File: src/rtl/mips_mem_pkg.sv
// mips_mem_pkg: access-size encodings, FSM states and lane helpers shared by
// the load/store unit and its lane mux.
package mips_mem_pkg;

  // Access size encodings; 2'b11 behaves as a word access.
  localparam logic [1:0] SZ_BYTE = 2'b00;
  localparam logic [1:0] SZ_HALF = 2'b01;
  localparam logic [1:0] SZ_WORD = 2'b10;

  // Load/store sequencing states.
  typedef enum logic [2:0] {
    S_IDLE    = 3'd0,
    S_LOAD    = 3'd1,
    S_ST_WORD = 3'd2,
    S_RMW_RD  = 3'd3,
    S_RMW_WR  = 3'd4,
    S_RESP    = 3'd5
  } lsu_state_t;

  // Lane helpers: a byte lane is addr[1:0], a halfword lane is addr[1].
  localparam int          BYTE_LANE_W   = 2;
  localparam int          HALF_LANE_BIT = 1;
  localparam logic [31:0] BYTE_MASK     = 32'h0000_00FF;
  localparam logic [31:0] HALF_MASK     = 32'h0000_FFFF;

  // Word accesses are SZ_WORD and the otherwise unused 2'b11 code.
  function automatic logic is_word(input logic [1:0] size);
    return size[1];
  endfunction

endpackage

File: src/rtl/mem_lane_mux.sv
// mem_lane_mux: combinational lane handling for sub-word accesses.
// Extracts and extends a byte/halfword for loads and merges a store lane
// into a full memory word for read-modify-write stores.
module mem_lane_mux
  import mips_mem_pkg::*;
(
  input  logic [1:0]             size,
  input  logic                   uns,
  input  logic [BYTE_LANE_W-1:0] lane,
  input  logic [31:0]            word,
  input  logic [31:0]            wdata,
  output logic [31:0]            load_val,
  output logic [31:0]            merged
);

  logic [4:0]  byte_sh;
  logic [4:0]  half_sh;
  logic [7:0]  lane_byte;
  logic [15:0] lane_half;

  // Lane select, load extension and store merge by access size.
  always_comb begin
    byte_sh   = {lane, 3'b000};
    half_sh   = {lane[HALF_LANE_BIT], 4'b0000};
    lane_byte = 8'(word >> byte_sh);
    lane_half = 16'(word >> half_sh);
    load_val  = word;
    merged    = wdata;
    case (size)
      SZ_BYTE: begin
        load_val = uns ? {24'h00_0000, lane_byte} : {{24{lane_byte[7]}}, lane_byte};
        merged   = (word & ~(BYTE_MASK << byte_sh)) | ((wdata & BYTE_MASK) << byte_sh);
      end
      SZ_HALF: begin
        load_val = uns ? {16'h0000, lane_half} : {{16{lane_half[15]}}, lane_half};
        merged   = (word & ~(HALF_MASK << half_sh)) | ((wdata & HALF_MASK) << half_sh);
      end
      default: begin
        // SZ_WORD and 2'b11: whole word passes through.
        load_val = word;
        merged   = wdata;
      end
    endcase
  end

endmodule

File: src/rtl/mem_access_unit.sv
// mem_access_unit: load/store unit between the MIPS datapath and a word-only
// data memory. Sub-word stores use a read-modify-write sequence.
// Optional build macro LSU_MISALIGN_TRAP_EN: misaligned halfword/word
// accesses skip memory and complete with err=1; when undefined, the
// misaligned low address bits are ignored and err stays 0.
module mem_access_unit
  import mips_mem_pkg::*;
#(
  parameter int ADDR_W = 16
) (
  input  logic              clock,
  input  logic              rst,
  input  logic              req,
  input  logic              we,
  input  logic [1:0]        size,
  input  logic              uns,
  input  logic [ADDR_W-1:0] addr,
  input  logic [31:0]       wdata,
  output logic [31:0]       rdata,
  output logic              busy,
  output logic              done,
  output logic              err,
  output logic [ADDR_W-1:0] mem_addr,
  output logic [31:0]       mem_wdata,
  input  logic [31:0]       mem_rdata,
  output logic              mem_read,
  output logic              mem_write
);

  lsu_state_t             state;
  logic [1:0]             lat_size;
  logic                   lat_uns;
  logic [BYTE_LANE_W-1:0] lat_lane;
  logic [31:0]            lat_wdata;
  logic [31:0]            load_val;
  logic [31:0]            merged;
  logic                   trap;

`ifdef LSU_MISALIGN_TRAP_EN
  assign trap = ((size == SZ_HALF) && addr[0]) ||
                (is_word(size) && (addr[1:0] != 2'b00));
`else
  assign trap = 1'b0;
`endif

  mem_lane_mux u_lane_mux (
    .size     (lat_size),
    .uns      (lat_uns),
    .lane     (lat_lane),
    .word     (mem_rdata),
    .wdata    (lat_wdata),
    .load_val (load_val),
    .merged   (merged)
  );

  // Access sequencer: latches the request and drives all outputs from registers.
  always_ff @(posedge clock or negedge rst) begin
    if (!rst) begin
      state     <= S_IDLE;
      lat_size  <= SZ_BYTE;
      lat_uns   <= 1'b0;
      lat_lane  <= {BYTE_LANE_W{1'b0}};
      lat_wdata <= 32'h0000_0000;
      rdata     <= 32'h0000_0000;
      busy      <= 1'b0;
      done      <= 1'b0;
      err       <= 1'b0;
      mem_addr  <= {ADDR_W{1'b0}};
      mem_wdata <= 32'h0000_0000;
      mem_read  <= 1'b0;
      mem_write <= 1'b0;
    end else begin
      done      <= 1'b0;
      err       <= 1'b0;
      mem_read  <= 1'b0;
      mem_write <= 1'b0;
      case (state)
        S_IDLE: begin
          if (req) begin
            lat_size  <= size;
            lat_uns   <= uns;
            lat_lane  <= addr[1:0];
            lat_wdata <= wdata;
            mem_addr  <= {addr[ADDR_W-1:2], 2'b00};
            busy      <= 1'b1;
            if (trap) begin
              state <= S_RESP;
              done  <= 1'b1;
              err   <= 1'b1;
            end else if (!we) begin
              state    <= S_LOAD;
              mem_read <= 1'b1;
            end else if (is_word(size)) begin
              state     <= S_ST_WORD;
              mem_write <= 1'b1;
              mem_wdata <= wdata;
            end else begin
              state    <= S_RMW_RD;
              mem_read <= 1'b1;
            end
          end else begin
            busy <= 1'b0;
          end
        end
        S_LOAD: begin
          rdata <= load_val;
          state <= S_RESP;
          done  <= 1'b1;
        end
        S_ST_WORD: begin
          state <= S_RESP;
          done  <= 1'b1;
        end
        S_RMW_RD: begin
          mem_wdata <= merged;
          mem_write <= 1'b1;
          state     <= S_RMW_WR;
        end
        S_RMW_WR: begin
          state <= S_RESP;
          done  <= 1'b1;
        end
        S_RESP: begin
          state <= S_IDLE;
          busy  <= 1'b0;
        end
        default: begin
          state <= S_IDLE;
          busy  <= 1'b0;
        end
      endcase
    end
  end

endmodule

File: config.mk
export PLATFORM = sky130hd
export DESIGN_NAME = mem_access_unit
export DESIGN_NICKNAME = d
export VERILOG_FILES = /design/src/rtl/mips_mem_pkg.sv /design/src/rtl/mem_lane_mux.sv /design/src/rtl/mem_access_unit.sv
export SDC_FILE = /design/constraint.sdc
export NUM_CORES = 1
export LEC_CHECK = 0
export CAP_MARGIN = 0
export CORE_MARGIN = 2
export CORE_UTILIZATION = 45
export CTS_CLUSTER_DIAMETER = 80
export DETAILED_ROUTE_END_ITERATION = 10
export GPL_TIMING_DRIVEN = 0
export PLACE_DENSITY = 0.75
export SLEW_MARGIN = 15
export SYNTH_ARGS = -nofsm -noshare
export SYNTH_HDL_FRONTEND = slang
export SYNTH_SLANG_ARGS = --single-unit
File: constraint.sdc
create_clock -name clock -period 2.48 [get_ports clock]
set_input_delay 0.496 -clock clock [delete_from_list [all_inputs] [get_ports clock]]
set_output_delay 0.496 -clock clock [all_outputs]
set_load 0.005 [all_outputs]
## Yosys cells after proc, flatten, opt, wreduce, memory -nomap -nowiden

Index checks and enable logic that the tools add are counted.

- Flip-flop bits (word level): 122
- Word-level logic and storage cells: 62
- Bits of input ports: 87

- Bitwise logic cells: 6
- Equality and inequality tests: 8
- Reduce and logical (&&, ||, !) cells: 7
- Muxes and demuxes: 23
- Shifts and indexed selects: 6

Operators by type and width:

| cell | count |
|---|---|
| 32-bit one-hot mux with 2 select lines | 3 |
| 32-bit 2-to-1 mux | 5 |
| 32-bit AND | 2 |
| 32-bit NOT | 2 |
| 32-bit OR | 2 |
| 16-bit by 5-bit left shift with 32-bit output | 1 |
| 16-bit by 5-bit left shift with 32-bit output (first input constant) | 1 |
| 8-bit by 5-bit left shift with 32-bit output | 1 |
| 8-bit by 5-bit left shift with 32-bit output (first input constant) | 1 |
| 32-bit by 5-bit >> shifter with 16-bit output | 1 |
| 32-bit by 5-bit >> shifter with 8-bit output | 1 |
| 1-bit 2-to-1 mux | 10 |
| 3-bit one-hot mux with 3 select lines | 1 |
| 3-bit by 2-bit equality test with 1-bit output (second input constant) | 2 |
| 2-bit inequality test (second input constant) | 3 |
| 1-bit one-hot mux with 2 select lines | 2 |
| 4-bit AND reduction | 1 |
| 4-bit OR reduction | 1 |
| 3-bit by 1-bit equality test with 1-bit output (second input constant) | 1 |
| 3-bit equality test (second input constant) | 1 |
| 3-bit logical NOT | 1 |
| 3-bit 2-to-1 mux | 1 |
| 3-bit OR reduction | 1 |
| 2-bit by 1-bit equality test with 1-bit output (second input constant) | 1 |
| 4 further kinds | 4 |

## Longest topological paths before layout

Gate-level depths: netlist (run 1).

- Word-level depth: 6
- Depth in mapped cells: 8
- Gate-level depth less buffers: 5

## By module

From an unflattened synthesis (run 1), not the netlist that was laid out.

- Cells, all modules: 552
- Area, all modules: 6,725.2 µm²

By module, submodules not included:

| module | area each (µm²) | cells an instance | instances |
|---|---|---|---|
| mem_access_unit | 5,081.1 | 304 | 1 |
| mem_lane_mux | 1,644.1 | 248 | 1 |

## Worst setup path before layout (run 1)

Ideal clock, no wire load.

- Kind: reg-to-reg
- Start point: register state[2]
- End point: register mem_addr[10]
- Clock period less this slack: 1.725 ns
- Required time: 2.355 ns
- Setup slack: 0.755 ns
- Arrival: 1.600 ns
- Cell stages (with the launch flop): 6
- Cells stage by stage: dfrtp_1 buf_6 nor4b_4 buf_4 buf_2 mux2_2

- Longest elaborated chain between the ends: 2

RTL lines:

| item | RTL line | text |
|---|---|---|
| start: declaration | mem_access_unit.sv:30 | `lsu_state_t state;` |
| start signal: assignment | mem_access_unit.sv:59 | `state <= S_IDLE;` |
| start signal: assignment | mem_access_unit.sv:87 | `state <= S_RESP;` |
| start signal: assignment | mem_access_unit.sv:91 | `state <= S_LOAD;` |
| 3-bit logical NOT | mem_access_unit.sv:77 | `case (state)` |
| 2-bit AND reduction (no line) | n/a |  |
| end signal: assignment | mem_access_unit.sv:68 | `mem_addr <= {ADDR_W{1'b0}};` |
| end signal: assignment | mem_access_unit.sv:84 | `mem_addr <= {addr[ADDR_W-1:2], 2'b00};` |
| end: declaration | mem_access_unit.sv:23 | `output logic [ADDR_W-1:0] mem_addr,` |

Every way passes these cells.
A chain may end at the register's enable or synchronous reset.

## Worst setup path in the final report (run 1)

- Start point: register lat_size[1]
- End point: register mem_wdata[22]

- Longest elaborated chain between the ends: 3

RTL lines:

| item | RTL line | text |
|---|---|---|
| start: declaration | mem_access_unit.sv:31 | `logic [1:0] lat_size;` |
| start signal: assignment | mem_access_unit.sv:80 | `lat_size <= size;` |
| 2-bit by 1-bit equality test with 1-bit output / 2-bit logical NOT (equally long branches) | mem_lane_mux.sv:29 | `case (size)` |
| 32-bit one-hot mux with 2 select lines (*) | mem_lane_mux.sv:29 |  |
| 32-bit one-hot mux with 2 select lines (*) | mem_access_unit.sv:77 |  |
| end signal: assignment | mem_access_unit.sv:96 | `mem_wdata <= wdata;` |
| end signal: assignment | mem_access_unit.sv:115 | `mem_wdata <= merged;` |
| end: declaration | mem_access_unit.sv:24 | `output logic [31:0] mem_wdata,` |

Mark *: on every way between the ends. The rest lies on a longest branch, timed or not.

==> results.md, run 1 <==
- Outcome: finished clean
- Post-synthesis sequential area ratio: about 47%
- Post-synthesis mux area share: 9.28%
- Fin crit period: 2290 ps
- Syn Inst Count: 664
- Postcts setup bufs: 0
- Starting density of the core: 46.2%
- Fin util: approximately 65%
- Pwr dens: around 1300 nW/um2
- Clock Latency Late Sink: 430 ps
- Fin cells: 1,047
- Simple logic cell fraction of the synthesized area: between 10% and 20%
- Worst-margin pin slew: approximately 700 ps
- CP bufs+invs: 3
- Most frequent cells in the layout: clkdlybuf4s50_1, dfrtp_1, nand2_1, o21ai_0
- Avg Inst Size Synth: 9.70 um2
- Slew headroom: 52.0%
- Die extent in y: 124 um
- Arrival time at the worst endpoint: between 2000 and 3000 ps
- Via/cell ratio: 6.03
- Core Area: between 10,000 and 15,000 um2
- Largest net degree at the start of global routing: 73
- Share of cells above drive strength 1: 11.6%
- CP top delay family: buffers and inverters
- Most used DFF post-synth: dfrtp_1
- Layout fillers: 1,116
- Clock slew at reported path FFs: approximately 60 ps
- Ys async rst share: 100%
- RSZ-0062 raised after global routing: false
- Kind of critical path: reg2reg
- Final Slew Violations: 0
- Main combinational cell family by area after synthesis: compound AO/OA/AOI/OAI gates
- Via count: 6,316
- DP Cell Count: 1,015
- Number of synthesized flops with an enable pin: 0
- Max-cap viol count: 0
- Yosys cell types: 51
- First-pass GRT wire length: 35,500 um
- Layout area overhead: 39.8%
- F_max: 438 MHz
- CTS sink cnt: 122
- Synth Area in Adders: less than 1%
- Post-Place Worst Slack: 0.393 ps
- Most repeated library cell on the critical path: clkbuf_1
- Num CTS Buffers: 17
- Final worst slack: roughly 200 ps
- CTS tree: yes
- Sequential Area: between 3000 and 4000 um2
- Dpl hpwl: between 15,000 and 20,000 um
- Drt wl/cell: 21.9 um
- CP Capture Type: register
- Area of the multi-input gates: 3080 um2
- Post-synthesis cell area: around 6400 um2
- Number of setup violations in the final report: 0
- Register-to-Register Path Depth: 6
- CP Data Required Time: 2770 ps
- CP max stage delay: 480 ps
- Drt drc: 0
- CP Launch Type: register
- Synth Area in Compound Gates: 23.6%
- # IOs: 172
- Final #Nets: 941
- Synth warn: 0
- CP Max Fanout: 10
- ANT nets after route: 0
- PortBufs: 168
- Number of synthesized register bits: 122
- Clock skew: approximately 14 ps
- Routability cong.: 0.923
- Clk root buf: clkbuf_16
- # diodes: 0
- First-pass DRT Iterations: 7
- Reg2reg start: lat_size[1]
- R2r endpoint: mem_wdata[22]
- Hold Violations, Final: 0
- Initial drt markers: 504
- Die Width: 124 um
- Commonest non-fill, non-tap cell in the layout: clkdlybuf4s50_1
- Final worst-path cycle share: 92.1%
- Min-Delay Path Class: in2async
- Setup slack, reg-to-reg: 190 ps
- Peak supply drop: 0.000630 V
- Post_cts resized: 0
- WL final: between 20,000 and 25,000 um
- Maximum level of the CTS H-tree: 4
- Clk buf depth: 2
- Cell Rows: 43
- Slowest cell on the critical path: clkbuf_1
- Antenna violations before repair: 0
- Vias in the first global route: ~6,400
- Die footprint: 15,300 um2
- Grt ovf: 0
- Worst-path cell chain: clkbuf_1 -> buf_2 -> clkbuf_1 -> nand2_1 -> o22ai_1 -> nor3_1
- Total GRT Usage: 31.3%
- Pleak: 4.05 nW
- CTS Hold Bufs: 0
- Synth Area in XOR/XNOR: 0.136%
[logic make-up after synthesis]
logic type	after synthesis
other	1
AOI/OAI and AO/OA	221
muxes	56
and+or+nand+nor	193
DFF	122
xor gates and xnor gates	1
buffers and inverters	69
adders and majority gates	1
[area by class of cell]
| class | instances | area share (%) |
|---|---|---|
| clock inverters | 13 | 1.85 |
| inverters | 4 | 0.167 |
| clock buffers | 19 | 5.03 |
| repair buffers | 169 | 19.0 |
| well taps | 180 | 2.50 |
| flip-flops and latches | 122 | 33.9 |
| plain buffers | 65 | 3.40 |
| multi-input cells | 475 | 34.2 |
[per-layer routing]
metal  wire length (um)  GRT usage, %  up-vias  share of wire (%)
met5                  0             0        -                  0
met4                611          13.9        0                2.7
met3               1760          5.40       51                7.7
met2              10900          49.0      330                 47
met1               9680          42.7     3115                 42
li1                   -             -     2820                  -
[state kept, by name (all words and copies together), names as in the netlist]
register / flops
busy: 1
done: 1
lat_lane: 2
lat_size: 2
lat_uns: 1
lat_wdata: 32
mem_addr: 14
mem_read: 1
mem_wdata: 32
mem_write: 1
rdata: 32
state: 3
[power breakdown]
part / switching [mW] / internal, mW
Clock: 0.957 / 1.64
Sequential: 0.704 / 2.98
Combinational: 2.75 / 2.77
Total: 4.41 / 7.39
[worst max path at each step]
stage / from / endpoint / slack, ps / cells past startpoint
2_1_floorplan: state[2] / mem_addr[10] / 760 / 5
3_3_place_gp: rst / rdata[31] / -3720 / 1
3_5_place_dp: mem_rdata[31] / rdata[23] / 0.4 / 6
4_1_cts: lat_size[1] / mem_wdata[19] / 240 / 6
5_1_grt: lat_size[1] / mem_wdata[19] / 3 / 6
6_report: lat_size[1] / mem_wdata[22] / 190 / 6
[per-stage QoR]
stage	total power, mW	TNS, ps	instance area, um2	hold WS [ps]
global route	12.5	0	9010	38.4
global placement	8.96	-453090	8360	466
CTS	11.8	0	9010	23.4
finish	11.8	0	9010	6.50
floorplan	6.50	0	6450	200
detailed placement	9.14	0	8390	473
[Yosys cell counts (all sizes together) (8+ instances only)]
| library cell | n | area [um2] |
|---|---|---|
| a2111oi | 9 | 78.8 |
| nand2 | 120 | 450 |
| a211o | 8 | 70.1 |
| a211oi | 17 | 128 |
| a22o | 16 | 140 |
| buf | 30 | 174 |
| clkbuf | 35 | 133 |
| o22ai | 26 | 163 |
| and3 | 24 | 150 |
| nor2 | 13 | 56.3 |
| dfrtp | 122 | 3050 |
| or3 | 8 | 50.1 |
| mux2 | 30 | 338 |
| a22oi | 8 | 60.1 |
| a32oi | 8 | 70.1 |
| o21ai | 58 | 290 |
| a21oi | 34 | 170 |
| nor3 | 8 | 40.0 |
| mux2i | 26 | 260 |
| o211a | 16 | 160 |
| o22a | 8 | 70.1 |
Power figures use the tool's default switching activity.
==> run 2: changes to the inputs <==
--- a/config.mk
+++ b/config.mk
@@ -11,7 +11,8 @@
 export CTS_CLUSTER_DIAMETER = 80
 export DETAILED_ROUTE_END_ITERATION = 10
 export GPL_TIMING_DRIVEN = 0
-export PLACE_DENSITY = 0.75
+export PLACE_DENSITY = 0.84
+export SKIP_LAST_GASP = 1
 export SLEW_MARGIN = 15
 export SYNTH_ARGS = -nofsm -noshare
 export SYNTH_HDL_FRONTEND = slang
==> run 2 against run 1 <==
Net effect:
- core utilization up 0.099 points
- register-to-register slack improved by 100 ps
- clock power is 2% higher
- count of clock-buffer cells in the layout up 4
- hold slack improved by 73 ps
- cell area is 0.15% higher
- setup slack better by 100 ps
- total power fell by 0.44%
- sequential power is essentially flat
- largest cell class unchanged
- largest power group unchanged
- highest routed layer unchanged
==> results.md, run 2 (same netlist as run 1, synthesis figures left out) <==
- Worst-path cell chain: buf_2 -> nand2b_1 -> clkbuf_1 -> nand2_1 -> a2111oi_0 -> nor3_1
- Pwr dens: 1300 nW/um2 (-0.59%)
- Core Area: 13,900 um2 (unchanged)
- Final worst-path cycle share: 88.1% (-4.1 points)
- Clk buf depth: 2 (unchanged)
- Final Slew Violations: 0 (unchanged)
- First-pass GRT wire length: 32,700 um (-7.9%)
- Drt drc: 0 (unchanged)
- Clock Latency Late Sink: 430 ps (about the same)
- First-pass DRT Iterations: 5 (-2)
- Clk root buf: clkbuf_16
- CP Launch Type: register
- Reg power frac: 31.3% (about the same)
- Worst-margin pin slew: 748 ps (+46.6 ps)
- Post-Place Worst Slack: -13.5 ps (-13.9 ps)
- Outcome: finished clean
- Grt ovf: 0 (unchanged)
- CTS Hold Bufs: 0 (unchanged)
- Dpl hpwl: 15,300 um (-9.3%)
- Slowest cell on the critical path: a2111oi_0
- Fin crit period: 2180 ps (-101 ps)
- Hold Violations, Final: 0 (unchanged)
- Pleak: 4.06 nW (+0.15%)
- Sequential Area: 3050 um2 (unchanged)
- Arrival time at the worst endpoint: 2460 ps (-120 ps)
- Share of cells above drive strength 1: 11.5% (-0.12 points)
- Post_cts resized: 0 (unchanged)
- Via count: 6,328 (+0.19%)
- Largest net degree at the start of global routing: 67 (-8.2%)
- Switching portion of total power: 36.5% (-0.91 points)
- Final worst slack: 296 ps (+101 ps)
- Cell Rows: 43 (unchanged)
- Via/cell ratio: 6.04 (+0.19%)
- Fin util: 64.7% (+0.099 points)
- Clock slew at reported path FFs: 60 ps (about the same)
- CP Data Required Time: 2750 ps (-20 ps)
- Setup_tns: 0 ps (unchanged)
- CP Max Fanout: 10 (unchanged)
- Postcts setup bufs: 0 (unchanged)
- Initial drt markers: 656 (+30%)
- Kind of critical path: reg2reg
- PortBufs: 168 (unchanged)
- RSZ-0062 raised after global routing: false
- Min-Delay Path Class: in2async
- ANT nets after route: 0 (unchanged)
- Layout fillers: 1,109 (-0.63%)
- Biggest regs: lat_wdata (32), mem_wdata (32), rdata (32)
- Area of the multi-input gates: 3080 um2 (unchanged)
- Die footprint: 15,300 um2 (unchanged)
- Slew headroom: 48.8% (-3.2 points)
- Commonest non-fill, non-tap cell in the layout: clkdlybuf4s50_1
- WL final: 21,400 um (-6.8%)
- Setup slack, reg-to-reg: 300 ps (+100 ps)
- Drt wl/cell: 20.4 um (-6.8%)
- Die extent in y: 124 um (unchanged)
- R2r endpoint: mem_wdata[19]
- Reg2reg start: lat_lane[0]
- # IOs: 172 (unchanged)
- Vias in the first global route: 5,915 (-7.6%)
- Die Width: 124 um (unchanged)
- Maximum level of the CTS H-tree: 4 (unchanged)
- CTS sink cnt: 122 (unchanged)
- Final #Nets: 941 (unchanged)
- Number of setup violations in the final report: 0 (unchanged)
- F_max: 458 MHz (+4.6%)
- CP max stage delay: 760 ps (+280 ps)
- # diodes: 0 (unchanged)
- Routability cong.: 0.947 (+2.6%)
- Layout area overhead: 40.0%
- Register-to-Register Path Depth: 6 (unchanged)
- Antenna violations before repair: 0 (unchanged)
- Switching power: 4.29 mW (-2.9%)
- Clock skew: 12.6 ps (-1.39 ps)
- Part of the power in combinational logic: 46.2% (-0.6 points)
- Peak supply drop: 0.000670 V (+6.3%)
- Int Pwr: 7.46 mW (+1.0%)
- Most frequent cells in the layout: clkdlybuf4s50_1, dfrtp_1, nand2_1, o21ai_0, clkbuf_1
- CP Capture Type: register
- Total GRT Usage: 28.8% (-2.5 points)
- CTS tree: yes
- Max-cap viol count: 0 (unchanged)
- Num CTS Buffers: 17 (unchanged)
- Clk pwr share: 22.5% (+0.5 points)
- Starting density of the core: 46.2% (unchanged)
## run 2: cell count changes in the layout (fill, tap and decap cells not counted)
| cell | before | now |
|---|---|---|
| clkinv_4 | 3 | 1 |
| clkbuf_1 | 34 | 35 |
| clkinv_2 | 2 | 1 |
| clkbuf_8 | 2 | 5 |
| inv_6 | 2 | 1 |
## run 2: area by class of cell
type | instances | share of cell area, %
multi-input cells | 475 | 34.1
flip-flops and latches | 122 | 33.8
repair buffers | 169 | 19.0
clock buffers | 23 | 5.52
plain buffers | 65 | 3.40
well taps | 180 | 2.50
clock inverters | 9 | 1.50
inverters | 4 | 0.166
## run 2: power groups by stage
| stage | sequential (mW) | clock, mW | combinational (mW) |
|---|---|---|---|
| after floorplan | 3.55 | 0 | 2.95 |
| final | 3.68 | 2.64 | 5.43 |
| after detailed placement | 3.68 | 0 | 5.35 |
| after CTS | 3.66 | 2.65 | 5.39 |
| after global placement | 3.65 | 0 | 5.23 |
| after global routing | 3.79 | 2.74 | 5.89 |
## run 2: worst max-delay path, delay by kind of cell, from the launching register on
kind,cells,cell delay [ps]
buf+inv,2,470
flops,1,400
simple gates,3,410
compound gates,1,760
## run 2: through the flow
step / power, mW / std cells / hold WS [ps] / instance area (um2)
after floorplan: 6.50 / 666 / 200 / 6450
after detailed placement: 9.03 / 1015 / 472 / 8390
after global placement: 8.87 / 1014 / 463 / 8360
after global routing: 12.4 / 1047 / 120 / 9020
final: 11.8 / 1047 / 79.6 / 9020
after CTS: 11.7 / 1047 / 103 / 9020
## run 2: layer usage
metal / share of wire [%] / vias to the layer above / track usage (%)
met5: 0 / - / 0
met4: 3.2 / 0 / 12.2
met3: 10 / 56 / 6.00
met2: 46 / 421 / 44.0
met1: 41 / 3023 / 39.7
li1: - / 2828 / -
## run 2: how the worst max path moves through the flow
stage | startpoint | to | slack [ps] | cells after the start
floorplan | state[2] | mem_addr[10] | 760 | 5
global placement | rst | rdata[26] | -3870 | 1
detailed placement | mem_rdata[31] | rdata[29] | -10 | 6
CTS | lat_lane[0] | mem_wdata[19] | 350 | 6
global route | lat_lane[0] | mem_wdata[19] | 60 | 6
finish | lat_lane[0] | mem_wdata[19] | 300 | 6
